==> config.mk <==
export PLATFORM = sky130hd
export DESIGN_NAME = uart_tx
export DESIGN_NICKNAME = d
export VERILOG_FILES = /design/src/rtl/uart_pkg.sv /design/src/rtl/uart_baud_cnt.sv /design/src/rtl/uart_tx.sv
export SDC_FILE = /design/constraint.sdc
export NUM_CORES = 1
export LEC_CHECK = 0
export CAP_MARGIN = 25
export CELL_PAD_IN_SITES_DETAIL_PLACEMENT = 1
export CELL_PAD_IN_SITES_GLOBAL_PLACEMENT = 2
export CORE_MARGIN = 2
export CORE_UTILIZATION = 35
export CTS_CLUSTER_SIZE = 14
export DETAILED_ROUTE_END_ITERATION = 8
export GPL_TIMING_DRIVEN = 0
export HOLD_SLACK_MARGIN = 0.08
export PLACE_DENSITY_LB_ADDON = 0.12
export SETUP_SLACK_MARGIN = 0.3
export SLEW_MARGIN = 40
export SYNTH_ARGS = -nofsm -noshare
export SYNTH_HDL_FRONTEND = slang
export SYNTH_SLANG_ARGS = --single-unit
==> constraint.sdc <==
create_clock -name clk -period 2 [get_ports clk]
set_input_delay 0.6 -clock clk [delete_from_list [all_inputs] [get_ports clk]]
set_output_delay 0.6 -clock clk [all_outputs]
set_load 0.005 [all_outputs]
==> src/rtl/uart_pkg.sv <==
// Shared definitions for the serial link transmitter and receiver.
package uart_pkg;

  typedef enum logic {IDLE, TRANSMIT} tx_state_t;

  localparam int FRAME_BITS       = 10;
  localparam int DEFAULT_BAUD_DIV = 2604;

endpackage

==> src/rtl/uart_baud_cnt.sv <==
// Bit-period counter: counts 0..BAUD_DIV-1 while enabled, ticks on the last count.
module uart_baud_cnt #(
  parameter int BAUD_DIV = 2604
) (
  input  logic clk,
  input  logic rst_n,
  input  logic clr,
  input  logic en,
  output logic tick
);

  localparam int CW = (BAUD_DIV > 1) ? $clog2(BAUD_DIV) : 1;
  localparam logic [CW-1:0] LAST = CW'(BAUD_DIV - 1);

  logic [CW-1:0] r_cnt;

  // Counter wraps on its own at the end of each bit period
  always_ff @(posedge clk or negedge rst_n) begin
    if (!rst_n) begin
      r_cnt <= {CW{1'b0}};
    end else if (clr) begin
      r_cnt <= {CW{1'b0}};
    end else if (en) begin
      if (r_cnt == LAST) begin
        r_cnt <= {CW{1'b0}};
      end else begin
        r_cnt <= r_cnt + {{(CW-1){1'b0}}, 1'b1};
      end
    end else begin
      r_cnt <= r_cnt;
    end
  end

  assign tick = (r_cnt == LAST);

endmodule

==> src/rtl/uart_tx.sv <==
// 8N1 serial transmitter; the line is the LSB of a shift register that idles all ones.
module uart_tx
  import uart_pkg::*;
#(
  parameter int BAUD_DIV = DEFAULT_BAUD_DIV
) (
  input  logic       clk,
  input  logic       rst_n,
  input  logic       trmt,
  input  logic [7:0] tx_data,
  output logic       TX,
  output logic       tx_done
);

  localparam logic [3:0] LAST_BIT = 4'(FRAME_BITS - 1);

  tx_state_t                r_state;
  tx_state_t                w_state_nxt;
  logic [FRAME_BITS-1:0]    r_shift;
  logic [3:0]               r_bit_cnt;
  logic                     r_done;
  logic                     w_tick;
  logic                     w_load;
  logic                     w_frame_end;
  logic                     w_busy;

  assign w_busy = (r_state == TRANSMIT);

  uart_baud_cnt #(.BAUD_DIV(BAUD_DIV)) u_baud (
    .clk   (clk),
    .rst_n (rst_n),
    .clr   (!w_busy),
    .en    (w_busy),
    .tick  (w_tick)
  );

  // State register
  always_ff @(posedge clk or negedge rst_n) begin
    if (!rst_n) begin
      r_state <= IDLE;
    end else begin
      r_state <= w_state_nxt;
    end
  end

  // Next state plus one-cycle load and frame-end strobes
  always_comb begin
    w_state_nxt = r_state;
    w_load      = 1'b0;
    w_frame_end = 1'b0;
    case (r_state)
      IDLE: begin
        if (trmt) begin
          w_load      = 1'b1;
          w_state_nxt = TRANSMIT;
        end else begin
          w_state_nxt = IDLE;
        end
      end
      TRANSMIT: begin
        if (w_tick && (r_bit_cnt == LAST_BIT)) begin
          w_frame_end = 1'b1;
          w_state_nxt = IDLE;
        end else begin
          w_state_nxt = TRANSMIT;
        end
      end
      default: begin
        w_state_nxt = IDLE;
      end
    endcase
  end

  // Datapath: ones shift in behind the frame so the line returns high by itself
  always_ff @(posedge clk or negedge rst_n) begin
    if (!rst_n) begin
      r_shift   <= {FRAME_BITS{1'b1}};
      r_bit_cnt <= 4'd0;
      r_done    <= 1'b0;
    end else begin
      if (w_load) begin
        r_shift <= {1'b1, tx_data, 1'b0};
      end else if (w_busy && w_tick) begin
        r_shift <= {1'b1, r_shift[FRAME_BITS-1:1]};
      end else begin
        r_shift <= r_shift;
      end

      if (w_load || w_frame_end) begin
        r_bit_cnt <= 4'd0;
      end else if (w_busy && w_tick) begin
        r_bit_cnt <= r_bit_cnt + 4'd1;
      end else begin
        r_bit_cnt <= r_bit_cnt;
      end

      // Clear wins over set, though the two never coincide in practice
      if (w_load) begin
        r_done <= 1'b0;
      end else if (w_frame_end) begin
        r_done <= 1'b1;
      end else begin
        r_done <= r_done;
      end
    end
  end

  assign TX      = r_shift[0];
  assign tx_done = r_done;

endmodule

==> results of run 1 <==
## power groups by stage
stage          Clock, W  Sequential (W)  Combinational [W]
2_1_floorplan         0        0.000738           0.000204
3_3_place_gp          0        0.000760           0.000273
3_5_place_dp          0        0.000765           0.000280
4_1_cts        0.000330        0.000754           0.000293
5_1_grt        0.000352        0.000772           0.000367
6_report       0.000311        0.000758           0.000332
## critical path: cells and delay by family, from the launching register on
kind	cells	cell delay [ns]
AND/OR/NAND/NOR	3	0.57
flip-flops	1	0.43
AO/OA/AOI/OAI	1	0.29
adder cells (fa/ha/maj)	1	0.15
buffers and inverters	1	0.13
## through the flow
step	std cells	hold WS, ns	worst slack (ns)
6_report	200	0.328	0.359
5_1_grt	200	0.358	0.279
4_1_cts	196	0.346	0.303
3_5_place_dp	189	0.462	0.112
3_3_place_gp	189	0.454	-0.0931
2_1_floorplan	129	0.304	0.405
## flip-flops by register name, summed over array words and instances, names as in the netlist
| signal | count |
|---|---|
| r_shift | 9 |
| r_bit_cnt | 4 |
| r_state | 1 |
| u_baud.r_cnt | 12 |
| tx_done | 1 |
## repair_timing
| item | 4_1_cts | 5_1_grt |
|---|---|---|
| pin swaps | 0 | 1 |
| resized for setup | 4 | 5 |
| hold buffers | 0 | 0 |
| endpoints found under the setup margin | 14 | 8 |
| buffers inserted | 3 | 4 |
| hold endpoints to repair | 0 | 0 |
## synth_stat cells (all sizes together)
master and instances:
a21o 3, a21oi 3, a221o 1, a22o 4
a31oi 3, and3 2, and3b 1, and4 1
and4bb 2, buf 4, clkbuf 2, dfrtp 18
dfstp 9, ha 3, inv 3, nand2 15
nand2b 1, nand3 8, nand4 4, nor2 18
nor2b 2, nor3 3, nor3b 1, nor4 2
o21ai 2, o31ai 2, or3 1, or4 1
xnor2 9, xor2 1
## cell type report
class | instances | area [um^2]
inverter | 3 | 11.3
tap | 48 | 60.1
buffer | 6 | 42.5
clock buffer | 3 | 41.3
clock inverter | 1 | 5.00
multi-input combinational | 93 | 592
fill | 431 | 2030
timing repair buffer | 19 | 165
sequential | 27 | 687
## path summary, 6_finish.rpt
check | start | to | slack [ns] | depth (start not counted)
worst max-delay path | u_baud.r_cnt[0] | r_shift[5] | 0.36 | 6
worst min-delay path | rst_n | u_baud.r_cnt[8] | 0.33 | 1
worst max register to register | u_baud.r_cnt[0] | r_shift[5] | 0.36 | 6
worst min register to register | r_shift[0] | r_shift[0] | 0.47 | 2
max in group asynchronous | rst_n | u_baud.r_cnt[1] | 1.28 | 1
min in group clk | r_shift[0] | r_shift[0] | 0.47 | 2
## layer usage
metal,GRT usage,part of all wire
met1,0.187,0.45
met2,0.263,0.51
met3,0.0205,0.034
met4,0.0547,0.012
met5,0,0
## cell families after synthesis
| family | after synthesis | share of synthesized area |
|---|---|---|
| flip-flops | 27 | 0.523 |
| buffers and inverters | 9 | 0.0353 |
| AO/OA/AOI/OAI | 18 | 0.0963 |
| XOR/XNOR | 10 | 0.0667 |
| adder cells (fa/ha/maj) | 3 | 0.0286 |
| AND/OR/NAND/NOR | 62 | 0.250 |
==> flow_summary.yaml, run 1 <==
placement:
  place.detailed.hpwl_mm: 2.01
  port_buffers: 12
  gp_congestion: 0.784
  place_area_um2: 1490
setup_path:
  crit_type: "flip-flop to flip-flop"
  path_cells: "ha_4 > and4bb_2 > and4_4 > buf_8 > nor2_2 > a221o_1"
  critPathRequiredTime_ns: 2.21
  path_max_fanout: 10
  critPathArrivalTime_ns: 1.85
  start_kind: "flip-flop"
  cp-end-kind: "flip-flop"
  cp_slowest_stage_delay_ns: 0.43
  crit_slowest_cell: "dfrtp_1"
cts:
  clockBufferDepth: 2
  numClockSinks: 27
  path_clk_slew_ns: 0.10
  cts-root-buf: "clkbuf_8"
  tritoncts: "built"
  htree_levels: 1
  cts_made_buffers: 3
  clock_latency_ns: 0.27
pwr:
  p_int_w: 0.000968
  power_frac_clock: 0.222
  pwr-share-comb: 0.237
  sequentialPowerShare: 0.541
  p_leak_nw: 0.726
  netSwitchingFraction: 0.309
  power.total_w: 0.00140
  ir_drop_mv: 0.564
  power.switching_w: 0.000433
  p_per_area_nw_per_um2: 873
sta:
  setup_viol: 0
  fin_skew_ns: 0.00693
  fin_crit_sh: 0.821
  tns_ns: 0
  clock.fmax_ghz: 0.609
  slew_violations: 0
  worst_pin_slew_ns: 0.606
  hold_viol_final: 0
  rsz0062_at_grt: "true"
  slew_headroom: 0.596
  min_period_ns: 1.64
layout:
  diodes: 0
  utilization: 0.441
  fin_nets: 167
  drive_gt1_frac: 0.217
  layout_common_cells: "dfrtp_1, nor2_1, nand2_1"
  layout_commonest_cell: "dfrtp_1"
  syn_to_final_growth_pct: 22.2
  fin_area_um2: 1600
logic_synthesis:
  syn-num-nets: 143
  ys_ff_latch: 27
  yosysSeqAreaShare: 0.523
  yosys-top-cells-area: "dfrtp_1, dfstp_2, xnor2_1"
  yosysTopAreaCell: "dfrtp_1"
  yosysUniqueCellTypes: 36
  syn_avg_cell_area_um2: 10.2
  synthCells: 129
  synth_top_area_frac: 0.343
  synth_warnings: 0
  synth_area_um2: 1310
run_status:
  status: "complete, no violations"
floorplan:
  die_area_um2: 4260
  fp.dieH_um: 65.2
  die_x_um: 65.2
  pin_count: 13
  initial_core_util: 0.361
  row_count: 22
  core_um2: 3630
global_route:
  overflow: 0
  antenna_found_initial: 0
  track_usage: 0.150
  grt_max_degree: 28
  first_global_vias: 1036
  grt_pass1_wl_mm: 4.93
route:
  final_antenna_net_count: 0
  vias: 1043
  drt_iter0_markers: 42
  wl_mm: 2.92
  drc_errors: 0
  wl_per_cell_um: 14.6
  viasPerCell: 5.22
  dr.pass1.iters: 5
flow_run:
  drv_cap: 0
min_path:
  hold_path_class: "primary input to async pin"
No activity file was read; power rests on OpenSTA's default activity.
==> run 2: changes to the inputs <==
- CORE_UTILIZATION: 35 -> 32
- clock period: 2 -> 1.5 ns (I/O delays scaled with it)
==> flow_summary.yaml, run 2 (synthesized netlist as in run 1, its figures left out) <==
layout:
  syn_to_final_growth_pct: 37.7
  fin_area_um2: 1810
  num-fill-cells: 442
  regMostFlops: "u_baud.r_cnt"
  layout_common_cells: "dfrtp_1, buf_4, nand2_1, nor2_1"
  largest_reg_flops: 12
  reg_top3: "u_baud.r_cnt x12, r_shift x9, r_bit_cnt x4"
  multi_input_area_um2: 688
  fin_nets: 176
  regArea_um2: 688
  instances_no_fill: 211
  diodes: 0
  drive_gt1_frac: 0.398
  layout_commonest_cell: "dfrtp_1"
setup_path:
  crit_slowest_cell: "dfrtp_1"
  worst-path-stages: 6
  rr_worst_depth: 6
  cp-end-kind: "flip-flop"
  path_max_fanout: 8
  cp_num_buf_inv: 1
  cpLargestDelayFamily: "simple AND/OR/NAND/NOR gates"
  cp_slowest_stage_delay_ns: 0.38
  critPathRequiredTime_ns: 1.70
  start_kind: "flip-flop"
  path_cells: "ha_2 > and4bb_2 > and4_4 > buf_8 > nor2_4 > a221o_1"
  critPathArrivalTime_ns: 1.82
  crit_type: "flip-flop to flip-flop"
route:
  drt_iter0_markers: 29
  wl_mm: 3.05
  final_antenna_net_count: 0
  wl_per_cell_um: 14.5
  viasPerCell: 5.00
  dr.pass1.iters: 4
  drc_errors: 0
  vias: 1055
floorplan:
  core_um2: 3970
  initial_core_util: 0.330
  fp.dieH_um: 68.0
  row_count: 23
  pin_count: 13
  die_x_um: 68.0
  die_area_um2: 4630
placement:
  placed_cells: 191
  place_area_um2: 1520
  port_buffers: 12
  place.detailed.hpwl_mm: 2.04
  dp_worst_setup_slack_ns: -0.251
  gp_congestion: 0.791
sta:
  fin_crit_sh: 1.08
  rsz0062_at_grt: "true"
  clock.fmax_ghz: 0.618
  min_period_ns: 1.62
  hold_viol_final: 0
  slew_violations: 0
  setup_viol: 11
  slew_headroom: 0.590
  worst_pin_slew_ns: 0.615
  fin_skew_ns: 0.00207
  hold_ws_ns: 0.181
  setup_slack_ns: -0.119
cts:
  numClockSinks: 27
  path_clk_slew_ns: 0.09
  cts-root-buf: "clkbuf_8"
  clockBufferDepth: 2
  htree_levels: 1
  cts_made_buffers: 3
  clock_latency_ns: 0.27
  tritoncts: "built"
  ctsHoldBuffers: 0
global_route:
  track_usage: 0.148
  first_global_vias: 1124
  antenna_found_initial: 0
  grt_pass1_wl_mm: 5.13
  grt_max_degree: 28
  overflow: 0
flow_run:
  drv_cap: 0
pwr:
  p_per_area_nw_per_um2: 1110
  p_leak_nw: 0.802
  ir_drop_mv: 0.589
run_status:
  violations: "negative setup slack"
  status: "finished with violations"
min_path:
  hold_path_class: "primary input to async pin"
==> run 2: changes by cell type in the layout (fill, tap and decap cells not counted), moves of 3 or more <==
cell / delta
buf_4: +6
buf_6: +4
clkbuf_2: -3
nand2_1: -3
nor2_1: -5
nor2_2: +4
nor3_1: -3
==> run 2: area by class of cell <==
| type | instances | area share |
|---|---|---|
| clock inverter | 1 | 0.00277 |
| multi-input combinational | 93 | 0.381 |
| timing repair buffer | 28 | 0.139 |
| inverter | 3 | 0.00623 |
| buffer | 6 | 0.0325 |
| tap | 50 | 0.0346 |
| clock buffer | 3 | 0.0229 |
| sequential | 27 | 0.381 |
==> run 2: path summary, 6_finish.rpt <==
| check | start | endpoint | slack [ns] |
|---|---|---|---|
| worst max register to register | u_baud.r_cnt[1] | r_shift[5] | -0.12 |
| worst max-delay path | u_baud.r_cnt[1] | r_shift[5] | -0.12 |
| max in group asynchronous | rst_n | u_baud.r_cnt[7] | 0.88 |
| min in group clk | r_shift[1] | r_shift[0] | 0.47 |
| worst min-delay path | rst_n | r_bit_cnt[0] | 0.18 |
| worst min register to register | r_shift[1] | r_shift[0] | 0.47 |
==> run 2: worst register-to-register path, stage by stage, from the launching register on <==
cell and delay [ns]:
dfrtp_1 0.38, ha_2 0.18, and4bb_2 0.27, and4_4 0.24, buf_8 0.13, nor2_4 0.05
a221o_1 0.30
==> run 2: per-layer routing <==
metal | wire length [um] | global-route usage | vias to the layer above
met5 | 0 | 0 | -
li1 | - | - | 510
met3 | 61 | 0.0247 | 4
met1 | 1300 | 0.170 | 532
met4 | 46 | 0.0475 | 0
met2 | 1650 | 0.275 | 9
==> run 2: through the flow <==
stage	setup TNS, ns	total power [W]	util
floorplan	-0.170	0.00126	-
global placement	-11.92	0.00138	0.383
detailed placement	-2.39	0.00140	0.382
CTS	-0.718	0.00193	0.432
global route	-1.82	0.00215	0.455
finish	-0.690	0.00201	0.455
==> run 2: timing repair <==
action                                  in CTS  in global routing
setup buffers                               11                  5
hold endpoints to repair                     0                  0
endpoints found under the setup margin      29                 29
gates resized for setup                     25                 13
pin swaps                                   11                  8
==> run 2: power by group <==
part           total [W]  internal (W)  switching, W
sequential       0.00101      0.000878      0.000128
clock           0.000414      0.000186      0.000228
combinational   0.000586      0.000293      0.000293
total            0.00201       0.00136      0.000649
==> run 3: changes to the inputs <==
- GPL_TIMING_DRIVEN: 0 -> 1
==> flow_summary.yaml, run 3 (synthesized netlist as in run 1, its figures left out) <==
global_route:
  track_usage: 0.153
  first_global_vias: 1197
  grt_max_degree: 28
  antenna_found_initial: 0
  overflow: 0
  grt_pass1_wl_mm: 5.33
pwr:
  ir_drop_mv: 0.561
  power.total_w: 0.00201
  p_leak_nw: 0.796
  p_per_area_nw_per_um2: 1090
placement:
  gp_congestion: 0.800
  place.detailed.hpwl_mm: 2.31
  port_buffers: 12
  placed_cells: 209
layout:
  reg_top3: "u_baud.r_cnt x12, r_shift x9, r_bit_cnt x4"
  diodes: 0
  layout_common_cells: "buf_4, dfrtp_1, nand2_1, clkdlybuf4s50_1"
  syn_to_final_growth_pct: 40.2
  regMostFlops: "u_baud.r_cnt"
  fin_nets: 181
  regArea_um2: 687
  drive_gt1_frac: 0.446
  layout_commonest_cell: "buf_4"
  largest_reg_flops: 12
  instances_no_fill: 216
  num-fill-cells: 460
  multi_input_area_um2: 696
sta:
  tns_ns: -0.370
  rsz0062_at_grt: "true"
  clock.fmax_ghz: 0.625
  min_period_ns: 1.60
  slew_violations: 0
  setup_viol: 8
  setup_slack_ns: -0.100
  fin_crit_sh: 1.07
  slew_headroom: 0.751
  hold_viol_final: 0
  worst_pin_slew_ns: 0.372
  fin_skew_ns: 0.00648
cts:
  htree_levels: 1
  ctsHoldBuffers: 0
  clock_latency_ns: 0.27
  cts-root-buf: "clkbuf_8"
  cts_made_buffers: 3
  clockBufferDepth: 2
  tritoncts: "built"
  path_clk_slew_ns: 0.10
  numClockSinks: 27
flow_run:
  drv_cap: 0
min_path:
  hold_path_class: "flip-flop to flip-flop"
  min_path_cells: 2
  min-delay-start: "r_shift[1]"
  whs_endpoint: "r_shift[0]"
floorplan:
  fp.dieH_um: 68.0
  pin_count: 13
  die_area_um2: 4630
  row_count: 23
  die_x_um: 68.0
  core_um2: 3970
  initial_core_util: 0.330
route:
  drt_iter0_markers: 39
  wl_mm: 3.22
  viasPerCell: 5.05
  final_antenna_net_count: 0
  wl_per_cell_um: 14.9
  vias: 1090
  drc_errors: 0
  dr.pass1.iters: 4
setup_path:
  critPathLaunch: "u_baud.r_cnt[0]"
  crit_type: "flip-flop to flip-flop"
  cp-end-kind: "flip-flop"
  critPathArrivalTime_ns: 1.80
  r2r_slack_ns: -0.10
  r2r_start: "u_baud.r_cnt[0]"
  rr_worst_depth: 5
  rr_endpoint: "r_shift[5]"
  critPathRequiredTime_ns: 1.70
  start_kind: "flip-flop"
  path_max_fanout: 8
run_status:
  status: "finished with violations"
  violations: "negative setup slack"
-- run 3: changes by cell type in the layout (fill, tap and decap cells not counted), sizes merged --
cell	before	now
buf	25	29
clkdlybuf4s50	9	10
-- run 3: worst max-delay path, stage by stage, from the launching register on --
cell	delay (ns)
dfrtp_1	0.40
ha_2	0.19
and4bb_2	0.26
and4_4	0.23
and3_1	0.18
a221o_1	0.26
-- run 3: final cells by class --
type	count	share of cell area
clock buffer	3	0.0224
clock inverter	1	0.00272
inverter	3	0.00612
multi-input combinational	93	0.378
sequential	27	0.373
tap	50	0.0340
timing repair buffer	39	0.184
-- run 3: worst max-delay path by stage --
stage / to / slack [ns]
2_1_floorplan: r_shift[5] / -0.05
3_3_place_gp: r_shift[5] / -0.20
3_5_place_dp: r_shift[5] / -0.29
4_1_cts: r_bit_cnt[2] / -0.1
5_1_grt: r_bit_cnt[2] / -0.17
6_report: r_shift[5] / -0.10
-- run 3: repair_timing --
| action | 4_1_cts | 5_1_grt |
|---|---|---|
| resized for setup | 13 | 23 |
| buffers inserted | 1 | 2 |
| pin swaps | 4 | 3 |
| endpoints found under the setup margin | 29 | 29 |
-- run 3: report_power, final --
part	leakage, nW	switching (W)	internal [W]
Clock	0.0255	0.000232	0.000186
Combinational	0.452	0.000311	0.000316
Sequential	0.318	0.0000899	0.000876
Total	0.796	0.000633	0.00138
-- run 3: layer usage --
| metal | global-route usage | vias up | routed length [um] |
|---|---|---|---|
| li1 | - | 520 | - |
| met1 | 0.179 | 561 | 1420 |
| met2 | 0.289 | 7 | 1700 |
| met3 | 0.0197 | 2 | 71 |
| met4 | 0.0450 | 0 | 21 |
| met5 | 0 | - | 0 |
-- run 3: stage by stage --
stage | worst slack, ns | utilization | instance area, um^2 | hold WS (ns)
global route | -0.173 | 0.463 | 1840 | 0.517
floorplan | -0.0531 | - | 1340 | 0.154
global placement | -0.204 | 0.422 | 1680 | 0.454
detailed placement | -0.287 | 0.422 | 1680 | 0.459
CTS | -0.0955 | 0.440 | 1750 | 0.473
finish | -0.100 | 0.463 | 1840 | 0.471
==> RTL edit 1, RTL diff (flow settings as in run 3) <==
One comparison of `r_bit_cnt` changes from == to >=.
--- a/src/rtl/uart_tx.sv
+++ b/src/rtl/uart_tx.sv
@@ -58,7 +58,7 @@
         end
       end
       TRANSMIT: begin
-        if (w_tick && (r_bit_cnt == LAST_BIT)) begin
+        if (w_tick && (r_bit_cnt >= LAST_BIT)) begin
           w_frame_end = 1'b1;
           w_state_nxt = IDLE;
         end else begin
Function: no difference found for any inputs over 10 cycles, from zero or initial values and one cycle with rst_n low; that may be too few to reach the edited logic, so the function may still have changed.
==> RTL edit 1 against run 3 <==
The run still ends with setup timing left. Die area increased by 0.90%. Setup slack improved by 0.095 ns. Wire length increased by 10%. Clock power increased by 4%. Hold slack about the same. Global-route usage increased by 1.5 points. Via count increased by 4.6%. Design area increased by 10%. Area after synthesis increased by 0.95%. Non-clock buffer count increased by 3. Sequential power increased by 0.5%. Sequential cell count unchanged. Power increased by 9.2%. Critical endpoint is now r_shift[2]$_DFFE_PN1P_. Highest routed layer unchanged.
==> RTL edit 1: results <==
set metrics [dict create \
    p_leak_nw 0.861 \
    setup_viol 1 \
    cts-resized-gates 50 \
    wl_met1_mm 1.57 \
    use_met1 0.204 \
    ir_worst_vdd_uv 425 \
    synthesis.nets 147 \
    seqPwrFrac 0.442 \
    via_count 1140 \
    power_clock_w 0.000435 \
    dpl.hpwl_mm 2.40 \
    finalWorstSetupSlack_ns -0.00575 \
    slew_headroom 0.765 \
    grt_pass1_vias 1243 \
    cp_max_fo 6 \
    synth.area.top_cells "dfrtp_1, dfstp_2, nor2_1, xnor2_1, nand2_1" \
    drive_gt1_frac 0.509 \
    viasPerCell 5.07 \
    outcome "finished, violations left" \
    use_met3 0.0263 \
    use_met2 0.302 \
    violations "setup timing" \
    syn_avg_cell_area_um2 10.0 \
    pre_cts_slack_ns -0.189 \
    finClkSkew_ns 0.00422 \
]
[RTL edit 1: changes by cell type in the layout (fill, tap and decap cells not counted), sizes merged, moves of 2 or more]
| cell | run 3 | this run |
|---|---|---|
| o21ai | 2 | 0 |
| nor2 | 18 | 23 |
| a21o | 3 | 5 |
| buf | 29 | 32 |
[RTL edit 1: cell type report]
| cell class | instances | area (um^2) |
|---|---|---|
| tap | 50 | 62.6 |
| inverter | 4 | 15.0 |
| fill | 432 | 1970 |
| timing repair buffer | 42 | 380 |
| sequential | 27 | 687 |
| multi-input combinational | 98 | 838 |
| clock inverter | 1 | 7.51 |
| clock buffer | 3 | 41.3 |
[RTL edit 1: critical path, stage by stage (launching register included)]
cell      delay (ns)
dfrtp_1         0.40
ha_2            0.20
and4bb_4        0.22
and4_4          0.24
a22o_4          0.24
a21o_1          0.15
[RTL edit 1: final timing paths]
| kind | from | endpoint | slack [ns] | cells after the start |
|---|---|---|---|---|
| setup / recovery | u_baud.r_cnt[1]$_DFF_PN0_ | r_shift[2]$_DFFE_PN1P_ | -0.006 | 5 |
| hold / removal | r_shift[1]$_DFFE_PN1P_ | r_shift[0]$_DFFE_PN1P_ | 0.47 | 2 |
| setup reg to reg | u_baud.r_cnt[1]$_DFF_PN0_ | r_shift[2]$_DFFE_PN1P_ | -0.006 | 5 |
| hold reg to reg | r_shift[1]$_DFFE_PN1P_ | r_shift[0]$_DFFE_PN1P_ | 0.47 | 2 |
| max in group asynchronous | rst_n | r_shift[1]$_DFFE_PN1P_ | 0.75 | 2 |
| min in group asynchronous | rst_n | u_baud.r_cnt[10]$_DFF_PN0_ | 0.52 | 2 |
==> RTL edit 2, RTL diff (settings of run 3) <==
Without the edit above. The package constant `DEFAULT_BAUD_DIV` goes from 2604 to 1302.
--- a/src/rtl/uart_pkg.sv
+++ b/src/rtl/uart_pkg.sv
@@ -4,7 +4,7 @@
   typedef enum logic {IDLE, TRANSMIT} tx_state_t;
 
   localparam int FRAME_BITS       = 10;
-  localparam int DEFAULT_BAUD_DIV = 2604;
+  localparam int DEFAULT_BAUD_DIV = 1302;
 
 endpackage
 
Function: no difference found for any inputs over 10 cycles, from zero or initial values and one cycle with rst_n low; that may be too few to reach the edited logic, so the function may still have changed.
==> RTL edit 2 against run 3 <==
Setup slack improved by 0.033 ns. Design area increased by 0.95%. Power increased by 5.9%. First-iteration DRC count decreased by 31%. Sequential cell count decreased by 1. Clock power increased by 8.6%. Maximum frequency increased by 2.1%. Clock skew decreased by 0.0038 ns. Wire length decreased by 0.43%. Area after synthesis increased by 2.4%. The run still ends with setup timing left.
==> RTL edit 2: results <==
set metrics [dict create \
    synthesis.nets 150 \
    worstReg2RegStart "u_baud.r_cnt[1]$_DFF_PN0_" \
    regArea_um2 662 \
    cp_max_fo 5 \
    ir_worst_vdd_uv 608 \
    reg2regPathDepth 6 \
    rr_endpoint "r_shift[2]$_DFFE_PN1P_" \
    drc_errors 0 \
    dr.pass1.iters 4 \
    cts.htree.levels 1 \
    yosysWarnings 0 \
    outcome "finished, violations left" \
    grtUsageTotal 0.151 \
    cts_setup_buffers 3 \
    place_congestion 0.676 \
    slew_headroom 0.778 \
    setup_viol 9 \
    violations "setup timing" \
    fillers 472 \
    numCtsBuffers 3 \
    wl_met3_um 58 \
    reg.largest.list "u_baud.r_cnt x11, r_shift x9, r_bit_cnt x4" \
    root_buffer "clkbuf_8" \
    use_met3 0.0195 \
    drive_gt1_frac 0.368 \
    insertion_delay_ns 0.27 \
    synth_common_cells "nand2_1, dfrtp_1, nor2_1" \
    switching_share 0.298 \
    cts-resized-gates 17 \
    cts.clk_slew.worst_paths_ns 0.09 \
    grt_pass1_vias 1158 \
    cp_data_arrival_time_ns 1.77 \
    yosysSeqAreaShare 0.493 \
    first_iter_violations 27 \
    wl_met2_mm 1.51 \
    worstHoldPathType "input pin to asynchronous set/reset pin" \
    dpl.hpwl_mm 2.30 \
    wl_met1_mm 1.62 \
    grt_pass1_wl_mm 5.31 \
    nets 190 \
    use_met1 0.217 \
    wl_mm 3.21 \
    synth.area.top_cells "dfrtp_1, dfstp_2, nand2_1, mux2_4, xnor2_1" \
    use_met2 0.236 \
    layout_commonest_cell "nand2_1" \
    place_area_mm2 0.00170 \
    finClkSkew_ns 0.00267 \
    antenna_found_initial 0 \
    grt_max_degree 27 \
    finalWorstSetupSlack_ns -0.0673 \
    io_buffers 12 \
    p_leak_nw 0.834 \
    via_count 1053 \
    diodes 0 \
    cts_buffer_depth 2 \
    ys_types 30 \
]
RTL edit 2: cell types whose count changed after synthesis, sizes merged, moves of 2 or more:
| cell | run 3 | this run |
|---|---|---|
| nand2 | 15 | 32 |
| mux2 | 0 | 7 |
| a22o | 4 | 0 |
| a21oi | 3 | 0 |
| a31oi | 3 | 0 |
| nand2b | 1 | 3 |
| nand3 | 8 | 6 |
| nor2 | 18 | 16 |
| o31ai | 2 | 0 |
| xnor2 | 9 | 7 |
RTL edit 2: final cells by class:
type / count / share of cell area
flip-flops and latches: 26 / 0.356
multi-input cells: 101 / 0.383
well taps: 50 / 0.0337
inverters: 4 / 0.00808
clock buffers: 4 / 0.0296
repair buffers: 39 / 0.189
RTL edit 2: power groups by stage:
stage / logic (W) / clock network (W) / registers, W
after floorplan: 0.000304 / 0 / 0.000973
after CTS: 0.000707 / 0.000476 / 0.000937
after detailed placement: 0.000663 / 0 / 0.000952
after global placement: 0.000636 / 0 / 0.000942
after global routing: 0.000833 / 0.000500 / 0.000960
final: 0.000737 / 0.000454 / 0.000939
RTL edit 2: how the worst max path moves through the flow:
stage,from,to,slack [ns],cells after the start
finish,u_baud.r_cnt[1]$_DFF_PN0_,r_shift[2]$_DFFE_PN1P_,-0.07,6
global placement,trmt,r_shift[3]$_DFFE_PN1P_,-0.27,4
global route,u_baud.r_cnt[1]$_DFF_PN0_,r_bit_cnt[3]$_DFFE_PN0P_,-0.19,8
floorplan,u_baud.r_cnt[1]$_DFF_PN0_,r_shift[1]$_DFFE_PN1P_,-0.06,6
CTS,u_baud.r_cnt[1]$_DFF_PN0_,r_shift[2]$_DFFE_PN1P_,-0.05,6
detailed placement,trmt,r_shift[2]$_DFFE_PN1P_,-0.32,4
RTL edit 2: kinds of logic after synthesis:
| logic type | after synthesis | share of synthesized area |
|---|---|---|
| fa+ha+maj | 4 | 0.0372 |
| xor+xnor | 9 | 0.0587 |
| flops | 26 | 0.493 |
| simple gates | 71 | 0.250 |
| buf+inv | 9 | 0.0335 |
| compound gates | 8 | 0.0475 |
| mux | 8 | 0.0801 |
RTL edit 2: worst max-delay path, cell delays in order (launching register included):
cell and delay [ns]:
dfrtp_1 0.40, inv_1 0.06, ha_2 0.16, nor4b_4 0.17
buf_4 0.18, a31o_4 0.22, mux2_4 0.32
RTL edit 2: per-stage QoR:
step	power [W]	TNS [ns]	std cells	hold WS (ns)	setup WS, ns
CTS	0.00212	-0.266	222	0.508	-0.0500
floorplan	0.00128	-0.303	135	0.154	-0.0606
global route	0.00229	-3.31	224	0.525	-0.188
finish	0.00213	-0.432	224	0.529	-0.0673
global placement	0.00158	-2.91	214	0.477	-0.267
detailed placement	0.00162	-3.36	214	0.488	-0.323
